File: src/rtl/dec_pkg.sv
// Shared decode-stage types: major opcodes, ALU op codes, FSM states and the
// decoded bundle carried from the decoder to the output register.
package dec_pkg;

  localparam int unsigned NREG  = 4;
  localparam int unsigned IMM_W = 8;

  localparam logic [2:0] MAJ_CAL  = 3'b000;
  localparam logic [2:0] MAJ_CALI = 3'b001;
  localparam logic [2:0] MAJ_LI   = 3'b010;
  localparam logic [2:0] MAJ_LM   = 3'b100;
  localparam logic [2:0] MAJ_SM   = 3'b101;

  localparam logic [2:0] OP_ADD = 3'b000;
  localparam logic [2:0] OP_SUB = 3'b001;

  typedef enum logic [1:0] {
    RUN    = 2'd0,
    DRAIN  = 2'd1,
    HALTED = 2'd2
  } dec_state_t;

  typedef struct packed {
    logic [1:0]       aradr;
    logic [1:0]       bradr;
    logic [1:0]       wadr;
    logic [2:0]       op;
    logic             we;
    logic             ll;
    logic             lh;
    logic             imm_sel;
    logic             dmre;
    logic             dmwe;
    logic [IMM_W-1:0] imm;
  } dec_bundle_t;

endpackage

File: src/rtl/dec_core.sv
// Combinational instruction decoder: instruction word to decoded bundle plus
// source-use, bubble and halt flags.
module dec_core
  import dec_pkg::*;
(
  input  logic [15:0] instr_i,
  output dec_bundle_t bundle_o,
  output logic        a_use_o,
  output logic        b_use_o,
  output logic        bubble_o,
  output logic        halt_o
);

  logic [2:0] major;
  logic [2:0] addsub;

  assign major  = instr_i[15:13];
  assign addsub = instr_i[12] ? OP_SUB : OP_ADD;

  always_comb begin
    bundle_o     = '0;
    bundle_o.imm = instr_i[7:0];
    a_use_o      = 1'b0;
    b_use_o      = 1'b0;
    bubble_o     = 1'b0;
    halt_o       = 1'b0;
    case (major)
      MAJ_CAL: begin
        if (instr_i[2]) begin
          bundle_o.aradr = instr_i[9:8];
          bundle_o.bradr = instr_i[1:0];
          bundle_o.wadr  = instr_i[11:10];
          bundle_o.op    = instr_i[6:4];
          bundle_o.we    = 1'b1;
          a_use_o        = 1'b1;
          b_use_o        = 1'b1;
        end else begin
          // NOP and HALT both leave the pipe as bubbles
          bubble_o = 1'b1;
          halt_o   = instr_i[0];
        end
      end
      MAJ_CALI: begin
        bundle_o.aradr   = instr_i[9:8];
        bundle_o.wadr    = instr_i[11:10];
        bundle_o.op      = addsub;
        bundle_o.imm_sel = 1'b1;
        bundle_o.we      = 1'b1;
        a_use_o          = 1'b1;
      end
      MAJ_LI: begin
        bundle_o.bradr = instr_i[9:8];
        bundle_o.wadr  = instr_i[11:10];
        bundle_o.we    = 1'b1;
        bundle_o.lh    = instr_i[12];
        bundle_o.ll    = !instr_i[12];
        b_use_o        = 1'b1;
      end
      MAJ_LM: begin
        bundle_o.aradr   = instr_i[9:8];
        bundle_o.wadr    = instr_i[11:10];
        bundle_o.op      = addsub;
        bundle_o.imm_sel = 1'b1;
        bundle_o.dmre    = 1'b1;
        bundle_o.we      = 1'b1;
        a_use_o          = 1'b1;
      end
      MAJ_SM: begin
        bundle_o.aradr   = instr_i[9:8];
        bundle_o.bradr   = instr_i[11:10];
        bundle_o.op      = addsub;
        bundle_o.imm_sel = 1'b1;
        bundle_o.dmwe    = 1'b1;
        a_use_o          = 1'b1;
        b_use_o          = 1'b1;
      end
      default: bubble_o = 1'b1;
    endcase
  end

endmodule

File: src/rtl/dec_stage.sv
// Registered decode stage with valid/ready handshake, load-use scoreboard
// and a RUN/DRAIN/HALTED control FSM.
module dec_stage
  import dec_pkg::*;
#(
  parameter int unsigned DW    = 16,
  parameter int unsigned LDLAT = 2
) (
  input  logic          clk,
  input  logic          rst,
  input  logic          in_valid,
  output logic          in_ready,
  input  logic [15:0]   instr,
  output logic          out_valid,
  input  logic          out_ready,
  output logic [1:0]    aradr,
  output logic [1:0]    bradr,
  output logic [1:0]    wadr,
  output logic [2:0]    op,
  output logic          we,
  output logic          ll,
  output logic          lh,
  output logic          imm_sel,
  output logic          dmre,
  output logic          dmwe,
  output logic [DW-1:0] iv,
  output logic          halted
);

  localparam int unsigned CW = $clog2(LDLAT + 1);

  dec_state_t  state_q, state_d;
  dec_bundle_t out_q, out_d;
  logic        out_valid_q, out_valid_d;
  logic        halted_q, halted_d;
  logic [CW-1:0] cnt_q [NREG];
  logic [CW-1:0] cnt_d [NREG];

  dec_bundle_t dec;
  logic        a_use, b_use, bubble, halt;
  logic        hazard, accept, consume, cnt_zero, ld_pend;

  dec_core u_core (
    .instr_i  (instr),
    .bundle_o (dec),
    .a_use_o  (a_use),
    .b_use_o  (b_use),
    .bubble_o (bubble),
    .halt_o   (halt)
  );

  // An LM sitting in the output register has not yet armed its counter
  assign ld_pend = out_valid_q && out_q.dmre;

  always_comb begin
    hazard = 1'b0;
    if (!bubble) begin
      if (a_use && cnt_q[dec.aradr] != '0) hazard = 1'b1;
      if (b_use && cnt_q[dec.bradr] != '0) hazard = 1'b1;
      if (dec.we && cnt_q[dec.wadr] != '0) hazard = 1'b1;
      if (ld_pend && ((a_use && dec.aradr == out_q.wadr) ||
                      (b_use && dec.bradr == out_q.wadr) ||
                      (dec.we && dec.wadr == out_q.wadr)))
        hazard = 1'b1;
    end
  end

  assign in_ready = !rst && (state_q == RUN) && !hazard && (!out_valid_q || out_ready);
  assign accept   = in_valid && in_ready;
  assign consume  = out_valid_q && out_ready;

  always_comb begin
    cnt_zero = 1'b1;
    for (int i = 0; i < NREG; i++)
      if (cnt_q[i] != '0) cnt_zero = 1'b0;
  end

  always_comb begin
    state_d     = state_q;
    out_d       = out_q;
    out_valid_d = out_valid_q;
    halted_d    = halted_q;
    for (int i = 0; i < NREG; i++) begin
      cnt_d[i] = (cnt_q[i] != '0) ? cnt_q[i] - CW'(1) : '0;
      if (consume && out_q.dmre && out_q.wadr == 2'(i))
        cnt_d[i] = CW'(LDLAT);
    end

    if (accept) begin
      out_valid_d = !bubble;
      if (!bubble) out_d = dec;
    end else if (consume) begin
      out_valid_d = 1'b0;
    end

    case (state_q)
      RUN:     if (accept && halt) state_d = DRAIN;
      // Wait for the last bundle to leave and any load it issued to retire
      DRAIN:   if ((!out_valid_q || (consume && !out_q.dmre)) && cnt_zero)
                 state_d = HALTED;
      HALTED:  state_d = HALTED;
      default: state_d = RUN;
    endcase
    halted_d = (state_d == HALTED);
  end

  always_ff @(posedge clk) begin
    if (rst) begin
      state_q     <= RUN;
      out_q       <= '0;
      out_valid_q <= 1'b0;
      halted_q    <= 1'b0;
      for (int i = 0; i < NREG; i++) cnt_q[i] <= '0;
    end else begin
      state_q     <= state_d;
      out_q       <= out_d;
      out_valid_q <= out_valid_d;
      halted_q    <= halted_d;
      for (int i = 0; i < NREG; i++) cnt_q[i] <= cnt_d[i];
    end
  end

  assign out_valid = out_valid_q;
  assign aradr     = out_q.aradr;
  assign bradr     = out_q.bradr;
  assign wadr      = out_q.wadr;
  assign op        = out_q.op;
  assign we        = out_q.we;
  assign ll        = out_q.ll;
  assign lh        = out_q.lh;
  assign imm_sel   = out_q.imm_sel;
  assign dmre      = out_q.dmre;
  assign dmwe      = out_q.dmwe;
  assign iv        = DW'(out_q.imm);
  assign halted    = halted_q;

endmodule

File: config.mk
export PLATFORM = sky130hd
export DESIGN_NAME = dec_stage
export DESIGN_NICKNAME = d
export VERILOG_FILES = /design/src/rtl/dec_pkg.sv /design/src/rtl/dec_core.sv /design/src/rtl/dec_stage.sv
export SDC_FILE = /design/constraint.sdc
export NUM_CORES = 1
export LEC_CHECK = 0
export BUFFER_PORTS_ARGS = -buffer_cell sky130_fd_sc_hd__buf_2
export CAP_MARGIN = 10
export CORE_ASPECT_RATIO = 1.2
export CORE_UTILIZATION = 45
export CTS_BUF_LIST = sky130_fd_sc_hd__clkbuf_8
export CTS_CLUSTER_SIZE = 12
export DETAILED_ROUTE_END_ITERATION = 8
export PLACE_DENSITY = 0.71
export SETUP_SLACK_MARGIN = 0.5
export SLEW_MARGIN = 20
export SYNTH_ARGS = -nofsm -noshare
export SYNTH_HDL_FRONTEND = slang
export SYNTH_SLANG_ARGS = --single-unit
File: constraint.sdc
create_clock -name clk -period 2.8 [get_ports clk]
set_input_delay 0.14 -clock clk [delete_from_list [all_inputs] [get_ports clk]]
set_output_delay 0.14 -clock clk [all_outputs]
set_load 0.005 [all_outputs]
; ---- Word level (Yosys, flattened, before mapping)
; Memories as Yosys holds them, arrays and structs flattened.
; Cells that the tools add are included.
[word_totals]
ff_bits = 27
ramBits = 8
inputBits = 20
out_inout_bits = 34
word_cells = 131
memories = 1
[mem_list]
columns = memory, depth, width, rd, rd_ports_with_merged_regs, write_ports, line
row1 = cnt_q, 4, 2, 7, 0, 4, dec_stage.sv:36  ; logic [CW-1:0] cnt_q [NREG];
[classes]
n_addsub = 4
eq_ne = 13
mux = 47
bitwise = 5
reduce_logical = 47
[op_table]
columns = cell, n
row1 = $mux W2, 15
row2 = $mux W1, 22
row3 = $logic_and A1 B1 Y1, 21
row4 = $reduce_bool A2 Y1, 8
row5 = $pmux W2 S3, 2
row6 = $mux W10, 1
row7 = $eq A2 B2 Y1 const B, 4
row8 = $pmux W1 S2, 4
row9 = $pmux W2 S2, 2
row10 = $sub A2 B1 Y2 const B, 4
row11 = $eq A2 B2 Y1, 3
row12 = $eq A3 B3 Y1 const B, 2
row13 = $logic_not A1 Y1, 6
row14 = $pmux W3 S2, 1
row15 = $reduce_or A3 Y1, 2
row16 = $eq A2 B1 Y1 const B, 2
row17 = $logic_not A2 Y1, 2
row18 = $logic_or A1 B1 Y1, 4
row19 = $or A1 B1 Y1, 4
row20 = $reduce_or A4 Y1, 1
row21 = $eq A3 B1 Y1 const B, 1
row22 = $eq A3 B2 Y1 const B, 1
row23 = $logic_not A3 Y1, 1
row24 = $reduce_and A2 Y1, 1
row25 = other kinds (2), 2

; ---- Longest topological paths before layout
; Gate-level depths: netlist of run 1.
; An unclocked memory read counts as a cell.
[logic_depth]
depth_word = 19
ltp_mapped = 10
ltp_nobuf = 7

; ---- Cells and area by module
; Synthesis of run 1 repeated with hierarchy kept, for this count alone.
[hier_totals]
hier_cells = 214
area_unflattened_um2 = 2114.5
[by_module_without_submodules]
columns = mod, n_inst, cells_per_inst, area_each_um2, seq_area_each_um2
row1 = dec_stage, 1, 175, 1778.0, 700.7
row2 = dec_core, 1, 39, 336.6, 0.0

; ---- Least setup slack after synthesis of run 1
; OpenSTA, ideal clock, no wires.
[synth_timing]
path_kind = register to register
startpoint = register out_q (netlist bit wadr[0])
endpoint = register out_q (netlist bit aradr[0])
setup_ns = 0.117
arrival_ns = 1.853
t_required_ns = 2.683
setup_slack_ns = 0.830
path_stages_with_launch = 9
n_path_buf = 2
period_less_slack_ns = 1.970
path_cell_list = dfxtp_1 > clkbuf_1 > xor2_1 > o32ai_2 > a211oi_4 > and3_1 > buf_4 > a21oi_1 > a22o_1
[synth_via]
elab_chain_len = 12
word_cells_on_any_way = 16
classes_between = eq/ne (3) / mux (2) / reduce/logical (11)
[synth_rtl]
columns = element, line
row1 = start: declaration, dec_stage.sv:33  ; dec_bundle_t out_q, out_d;
row2 = start signal: assignment, dec_stage.sv:116  ; out_q <= out_d;
row3 = "$eq A2 B2 Y1, on equally long branches", "dec_stage.sv:61, dec_stage.sv:62"
row4 = "$logic_and A1 B1 Y1, on equally long branches", "dec_stage.sv:61, dec_stage.sv:62"
row5 = $logic_or A1 B1 Y1, dec_stage.sv:61  ; if (ld_pend && ((a_use && dec.aradr == out_q.wadr) ||
row6 = $logic_or A1 B1 Y1 *, dec_stage.sv:62  ; (b_use && dec.bradr == out_q.wadr) ||
row7 = $logic_and A1 B1 Y1 *, dec_stage.sv:61
row8 = $mux W1 *, dec_stage.sv:61
row9 = $mux W1 *, dec_stage.sv:57  ; if (!bubble) begin
row10 = $logic_not A1 Y1 *, dec_stage.sv:68  ; assign in_ready = !rst && (state_q == RUN) && !hazard && (!out_valid_q || out_ready);
row11 = $logic_and A1 B1 Y1 * (2 in series), dec_stage.sv:68
row12 = $logic_and A1 B1 Y1 *, dec_stage.sv:69  ; assign accept = in_valid && in_ready;
row13 = $reduce_and A2 Y1 (no source line) *, -
; Every way passes the cells marked *; elsewhere a longest branch is shown, timed or not.
; A chain may end at the register's enable or synchronous reset.

; ---- Final worst setup path of run 1
[layout_timing]
startpoint = input instr[14]
endpoint = output in_ready
[layout_via]
elab_chain_len = 14
word_cells_on_any_way = 40
classes_between = eq/ne (7) / mux (12) / reduce/logical (20) / memory (1)
[layout_rtl]
columns = element, line
row1 = start: declaration, dec_stage.sv:13  ; input logic [15:0] instr,
row2 = $eq A3 B1 Y1 / $eq A3 B3 Y1 (equally long branches), dec_core.sv:27  ; case (major)
row3 = $reduce_or A3 Y1 (no source line), -
row4 = $pmux W2 S2, dec_core.sv:27
row5 = $mem_v2 Z4 W2, -
row6 = $reduce_bool A2 Y1, dec_stage.sv:58  ; if (a_use && cnt_q[dec.aradr] != '0) hazard = 1'b1;
row7 = $logic_and A1 B1 Y1, dec_stage.sv:58
row8 = $mux W1, dec_stage.sv:58
row9 = $mux W1, dec_stage.sv:59  ; if (b_use && cnt_q[dec.bradr] != '0) hazard = 1'b1;
row10 = $mux W1, dec_stage.sv:60  ; if (dec.we && cnt_q[dec.wadr] != '0) hazard = 1'b1;
row11 = $mux W1, dec_stage.sv:61
row12 = $mux W1 *, dec_stage.sv:57
row13 = $logic_not A1 Y1 *, dec_stage.sv:68
row14 = $logic_and A1 B1 Y1 * (2 in series), dec_stage.sv:68
row15 = end: declaration, dec_stage.sv:12  ; output logic in_ready,
; Marks and branches as above.

==> flow_metrics.tcl, run 1 <==
set metrics [dict create \
    status "complete, no violations" \
    drv_slew 0 \
    switching_share 0.248 \
    port_buffers 45 \
    arrival_ns 2.02 \
    grt_max_degree 34 \
    grt_overflow 0 \
    clk_pin_slew_ns 0.08 \
    initial_core_util 0.468 \
    fin_setup_tns_ns 0 \
    leakagePower_nw 0.895 \
    p_clk_frac 0.411 \
    cts_root_buf "clkbuf_8" \
    track_usage 0.219 \
    postCtsHoldBufs 0 \
    ir_drop_mv 0.238 \
    synth_seq_cells 35 \
    synth_top_area_share 0.383 \
    syn_area_per_cell_um2 8.39 \
    timing.fmax_mhz 463 \
    rows 25 \
    core_area_mm2 0.00391 \
    rsz0062_at_grt "no" \
    min-delay-start "instr[3]" \
    p_seq_frac 0.470 \
    antenna_found_initial 0 \
    vias 1748 \
    layout-drive-gt1-share 0.279 \
    grt_pass1_wl_um 7130 \
    min_period_over_period 0.771 \
    synth_seq_area_share 0.383 \
    cp_common_cell "buf_2" \
    power.switching_w 0.000274 \
    ios 54 \
    setup_viol 0 \
    ctsResizeCount 0 \
    crit_slowest_cell "or3_1" \
    cp_top_family "simple AND/OR/NAND/NOR gates" \
    seqCellArea_um2 701 \
    cap_violations 0 \
    final_hold_viol_count 0 \
    hold_path_end "iv[3]" \
    cts_buffer_depth 2 \
    antennaDiodeCount 0 \
    drt_pre_antenna_iters 4 \
    viasPerCell 5.53 \
    r2r_end "bradr[1]" \
    cts_setup_buffers 0 \
    cts_buffers 5 \
    setup_ws_ns 0.642 \
    synth-main-ff-cell "dfxtp_1" \
    die_y_um 71.8 \
    fin_cells 316 \
    rr_worst_depth 6 \
    drc 0 \
    die_w_um 60.2 \
    post-route-min-period_ns 2.16 \
    ys.warnings.count 0 \
    required_ns 2.66 \
    hold_path_class "in -> reg" \
    yosysTopAreaCell "dfxtp_1" \
    power_density_mw_per_mm2 506 \
    mostFrequentLayoutCells "45 x buf_2, 35 x dfxtp_1, 29 x a21oi_1" \
    netlist_top_cells_area "dfxtp_1 38%, a21oi_1 7.9%, nand3_1 3.8%" \
    routedWlPerCell_um 14.1 \
    synthArstFlopShare 0 \
    comb_power_share 0.119 \
    synthesis.area_mm2 0.00183 \
    ant_nets 0 \
    clkSinkCount 35 \
    totalWireLength_um 4450 \
    p_int_w 0.000828 \
    crit_buf_inv 2 \
    crit_chain "buf_2 > and3b_1 > and2_4 > or3_1 > a221oi_2 > o21ai_1 > and3_1 > buf_2" \
    layout_commonest_cell "buf_2" \
    critical_path_class "in -> out" \
    placed_cells 308 \
    synth_cells 218 \
    r2r_slack_ns 0.66 \
    timing.rr.start "out_valid" \
    hpwl_um 3260 \
    cts_tree "built" \
    pre_cts_slack_ns 0.530 \
    cp_max_fo 17 \
    setup.worst_path.end_class "primary output" \
    die-area_mm2 0.00432 \
    nFillCells 372 \
    ctsHtreeMaxLevel 2 \
    multi_input_area_mm2 0.00102 \
    fin_nets 281 \
    hold_depth 3 \
    area_delta_synth_final_pct 18.9 \
    gp_congestion 0.859 \
    synth.distinct_cells 46 \
    skew_ns 0.00955 \
    critPathLaunchType "input pin" \
    drt_iter0_drc 55 \
    cpPeakStageDelay_ns 0.36 \
    clk_latency_ns 0.30 \
    synth_edf_count 0 \
    grt_pass1_vias 1543 \
]
## registers in the layout, summed over array words and instances (netlist names), 2 cells and up
name and flops:
aradr 2, cnt_q 8, op 3, iv 8
state_q 2, wadr 2, bradr 2
## metal layers
metal,global-route usage,routed length (um),share of wire,up-vias
li1,-,-,-,871
met1,0.291,2070,0.46,811
met2,0.320,2060,0.46,54
met3,0.0686,210,0.047,12
met4,0.0982,112,0.025,0
met5,0,0,0,-
## worst max-delay path by stage
stage,from,endpoint,slack [ns],cells after the start
after floorplan,wadr[0],aradr[0],0.83,8
after global placement,instr[2],op[0],0.54,9
after detailed placement,instr[14],aradr[1],0.53,8
after CTS,out_valid,op[0],0.66,7
after global routing,instr[14],in_ready,0.52,8
final,instr[14],in_ready,0.64,8
## through the flow
stage | hold slack [ns] | cell area, um^2 | power, W | utilization
2_1_floorplan | 0.266 | 1860 | 0.000614 | -
3_3_place_gp | 0.415 | 2060 | 0.000658 | 0.528
3_5_place_dp | 0.417 | 2060 | 0.000659 | 0.528
4_1_cts | 0.101 | 2180 | 0.00111 | 0.556
5_1_grt | 0.112 | 2180 | 0.00114 | 0.556
6_report | 0.0970 | 2180 | 0.00110 | 0.556
## cells in the mapped netlist, types with 3 or more instances
cell type and count:
buf_2 5, nand3_1 14, dfxtp_1 35, nand3_2 3, or3_1 3, a21oi_1 29, nor2_1 12, and3_1 5
o21ai_0 12, nand4_1 7, clkbuf_1 7, nor3_1 6, nand2_1 10, a32o_1 3, xnor2_1 3, nor4b_1 3
or4_1 3, buf_4 9, o21ai_1 13
## cell families after synthesis
family	count (synthesis)	share of synthesized area
simple gates	82	0.261
compound gates	69	0.231
flops	35	0.383
buf+inv	24	0.0752
xor+xnor	5	0.0239
mux	2	0.0246
other cells	1	0.00205
## worst register-to-register path, cell delays in order, from the launching register on
cell and delay [ns]:
dfxtp_1 0.35, nor2b_1 0.16, or4_1 0.47, a211oi_4 0.31
nand3_2 0.26, or3_1 0.38, a21oi_1 0.15
## power groups by stage
| stage | Combinational, W | Clock (W) | Sequential (W) |
|---|---|---|---|
| after floorplan | 0.0000863 | 0 | 0.000528 |
| after global placement | 0.000129 | 0 | 0.000529 |
| after detailed placement | 0.000130 | 0 | 0.000529 |
| after CTS | 0.000130 | 0.000459 | 0.000518 |
| after global routing | 0.000146 | 0.000479 | 0.000519 |
| final | 0.000131 | 0.000453 | 0.000517 |
## cell type report
type,instances,area share
clock inverters,3,0.0201
well taps,54,0.0311
flip-flops and latches,35,0.322
clock buffers,5,0.0316
multi-input cells,166,0.468
repair buffers,51,0.124
inverters,2,0.00345
Power figures use the tool's default switching activity.
==> run 2, diff against run 1 <==
PLACE_DENSITY = 0.74   (was 0.71)
clock period = 1.9 ns   (was 2.8 ns; I/O delays follow)
==> run 2 against run 1 <==
  * The run now ends with negative setup slack left
  * Worst setup slack got worse by 0.75 ns
  * Register-to-register slack got worse by 0.76 ns
  * Flip-flop and latch count unchanged
  * Combinational power increased by 130%
  * Die area unchanged
  * Final cell count increased by 14%
  * Clock skew decreased by 0.0048 ns
  * Wire length increased by 34%
  * Total power increased by 50%
  * Critical path type is now reg -> reg
  * Critical endpoint is now imm_sel
  * Highest routed layer unchanged
==> flow_metrics.tcl, run 2 (synthesized netlist as in run 1, its figures left out) <==
set metrics [dict create \
    setup_viol 19 \
    cp_max_fo 4 \
    cap_violations 0 \
    totalWireLength_um 5960 \
    grt_pass1_wl_um 8850 \
    rsz0062_at_grt "yes" \
    grt_overflow 0 \
    mostFrequentLayoutCells "44 x buf_2, 40 x buf_4, 26 x a21oi_1" \
    hpwl_um 4040 \
    clk_pin_slew_ns 0.07 \
    layout-drive-gt1-share 0.511 \
    cp_top_family "simple AND/OR/NAND/NOR gates" \
    timing.fmax_mhz 499 \
    wl_met3_um 360 \
    rows 25 \
    viasPerCell 5.83 \
    die_w_um 60.2 \
    final_hold_viol_count 0 \
    min_period_over_period 1.05 \
    antennaDiodeCount 0 \
    placed_cells 347 \
    clkSinkCount 35 \
    track_usage 0.276 \
    power_density_mw_per_mm2 592 \
    setup_ws_ns -0.104 \
    drv_slew 0 \
    die-area_mm2 0.00432 \
    leakagePower_nw 1.17 \
    wl_met1_um 2290 \
    gp_congestion 0.894 \
    fin_setup_tns_ns -0.829 \
    skew_ns 0.00474 \
    initial_core_util 0.468 \
    crit_chain "xnor2_1 > nand2_1 > o32ai_4 > a211oi_4 > buf_6 > nand3_4 > or4_1 > a31oi_1" \
    fin_cells 359 \
    cts_buffers 5 \
    crit_buf_inv 1 \
    die_y_um 71.8 \
    drt_iter0_drc 128 \
    ios 54 \
    drc 0 \
    antenna_found_initial 0 \
    routedWlPerCell_um 16.6 \
    area_delta_synth_final_pct 52.9 \
    grt_max_degree 34 \
    highest_layer "met4" \
    status "finished with violations" \
    vias 2094 \
    cts_root_buf "clkbuf_8" \
    post-route-min-period_ns 2.00 \
    drt_pre_antenna_iters 4 \
    ctsHtreeMaxLevel 2 \
    hold_path_class "in -> reg" \
    port_buffers 45 \
    total_power_w 0.00166 \
    ir_drop_mv 0.436 \
    setup.worst_path.end_class "flip-flop" \
    grt_pass1_vias 1835 \
    critPathLaunchType "flip-flop" \
    fin_nets 324 \
    layout_commonest_cell "buf_2" \
    route.met2.wl_um 3100 \
    required_ns 2.12 \
    failed_checks "negative setup slack" \
    core_area_mm2 0.00391 \
    critical_path_class "reg -> reg" \
    postCtsHoldBufs 0 \
    arrival_ns 2.22 \
    cts_tree "built" \
    cts_buffer_depth 2 \
    crit_slowest_cell "dfxtp_1" \
    ant_nets 0 \
    clk_latency_ns 0.29 \
    cpPeakStageDelay_ns 0.44 \
]
==> run 2: cell types whose count changed in the layout (fill, tap and decap cells not counted), sizes merged <==
cell    before  now
buf         51   93
clkbuf       5    8
clkinv       2    0
bufinv       1    0
inv          2    3
==> run 2: layout make-up <==
type                       instances  area (um^2)
multi-input combinational        166         1250
fill                             302         1110
sequential                        35          718
timing repair buffer              94          651
clock buffer                       7         96.3
tap                               54         67.6
inverter                           2         7.51
clock inverter                     1         3.75
==> run 2: path summary, 6_finish.rpt <==
| check | startpoint | endpoint | slack, ns | depth (start not counted) |
|---|---|---|---|---|
| hold reg to reg | cnt_q[0][0] | cnt_q[0][0] | 0.46 | 1 |
| setup / recovery | wadr[1] | imm_sel | -0.10 | 8 |
| setup reg to reg | wadr[1] | imm_sel | -0.10 | 8 |
| hold / removal | instr[7] | iv[7] | 0.05 | 3 |
==> run 2: routing by layer <==
layer / track usage / vias up
met5: 0 / -
met4: 0.111 / 0
met3: 0.0542 / 23
met2: 0.458 / 113
met1: 0.343 / 998
li1: - / 960
==> run 2: timing repair <==
| action | in CTS | in global routing |
|---|---|---|
| buffers inserted | 3 | 0 |
| pin swaps | 4 | 10 |
| endpoints found under the setup margin | 26 | 28 |
| resized for setup | 11 | 33 |
| gates cloned | 0 | 1 |
==> run 2: report_power, final <==
group          switching, W  internal [W]
combinational      0.000163      0.000143
sequential        0.0000108      0.000748
clock              0.000265      0.000325
total              0.000439       0.00122
==> run 2: stage by stage <==
| step | area [um^2] | setup slack [ns] | util | hold slack [ns] |
|---|---|---|---|---|
| after detailed placement | 2470 | -0.226 | 0.631 | 0.359 |
| after floorplan | 2020 | 0.0669 | - | 0.220 |
| after global placement | 2470 | -0.172 | 0.631 | 0.355 |
| after global routing | 2800 | -0.204 | 0.715 | 0.0563 |
| after CTS | 2640 | -0.106 | 0.675 | 0.0501 |
| final | 2800 | -0.104 | 0.715 | 0.0455 |
==> run 2: worst min-delay path: cells and delay by family <==
family                 cells  cell delay, ns
buffers and inverters      1            0.09
and+or+nand+nor            1            0.05
AOI/OAI and AO/OA          1            0.05
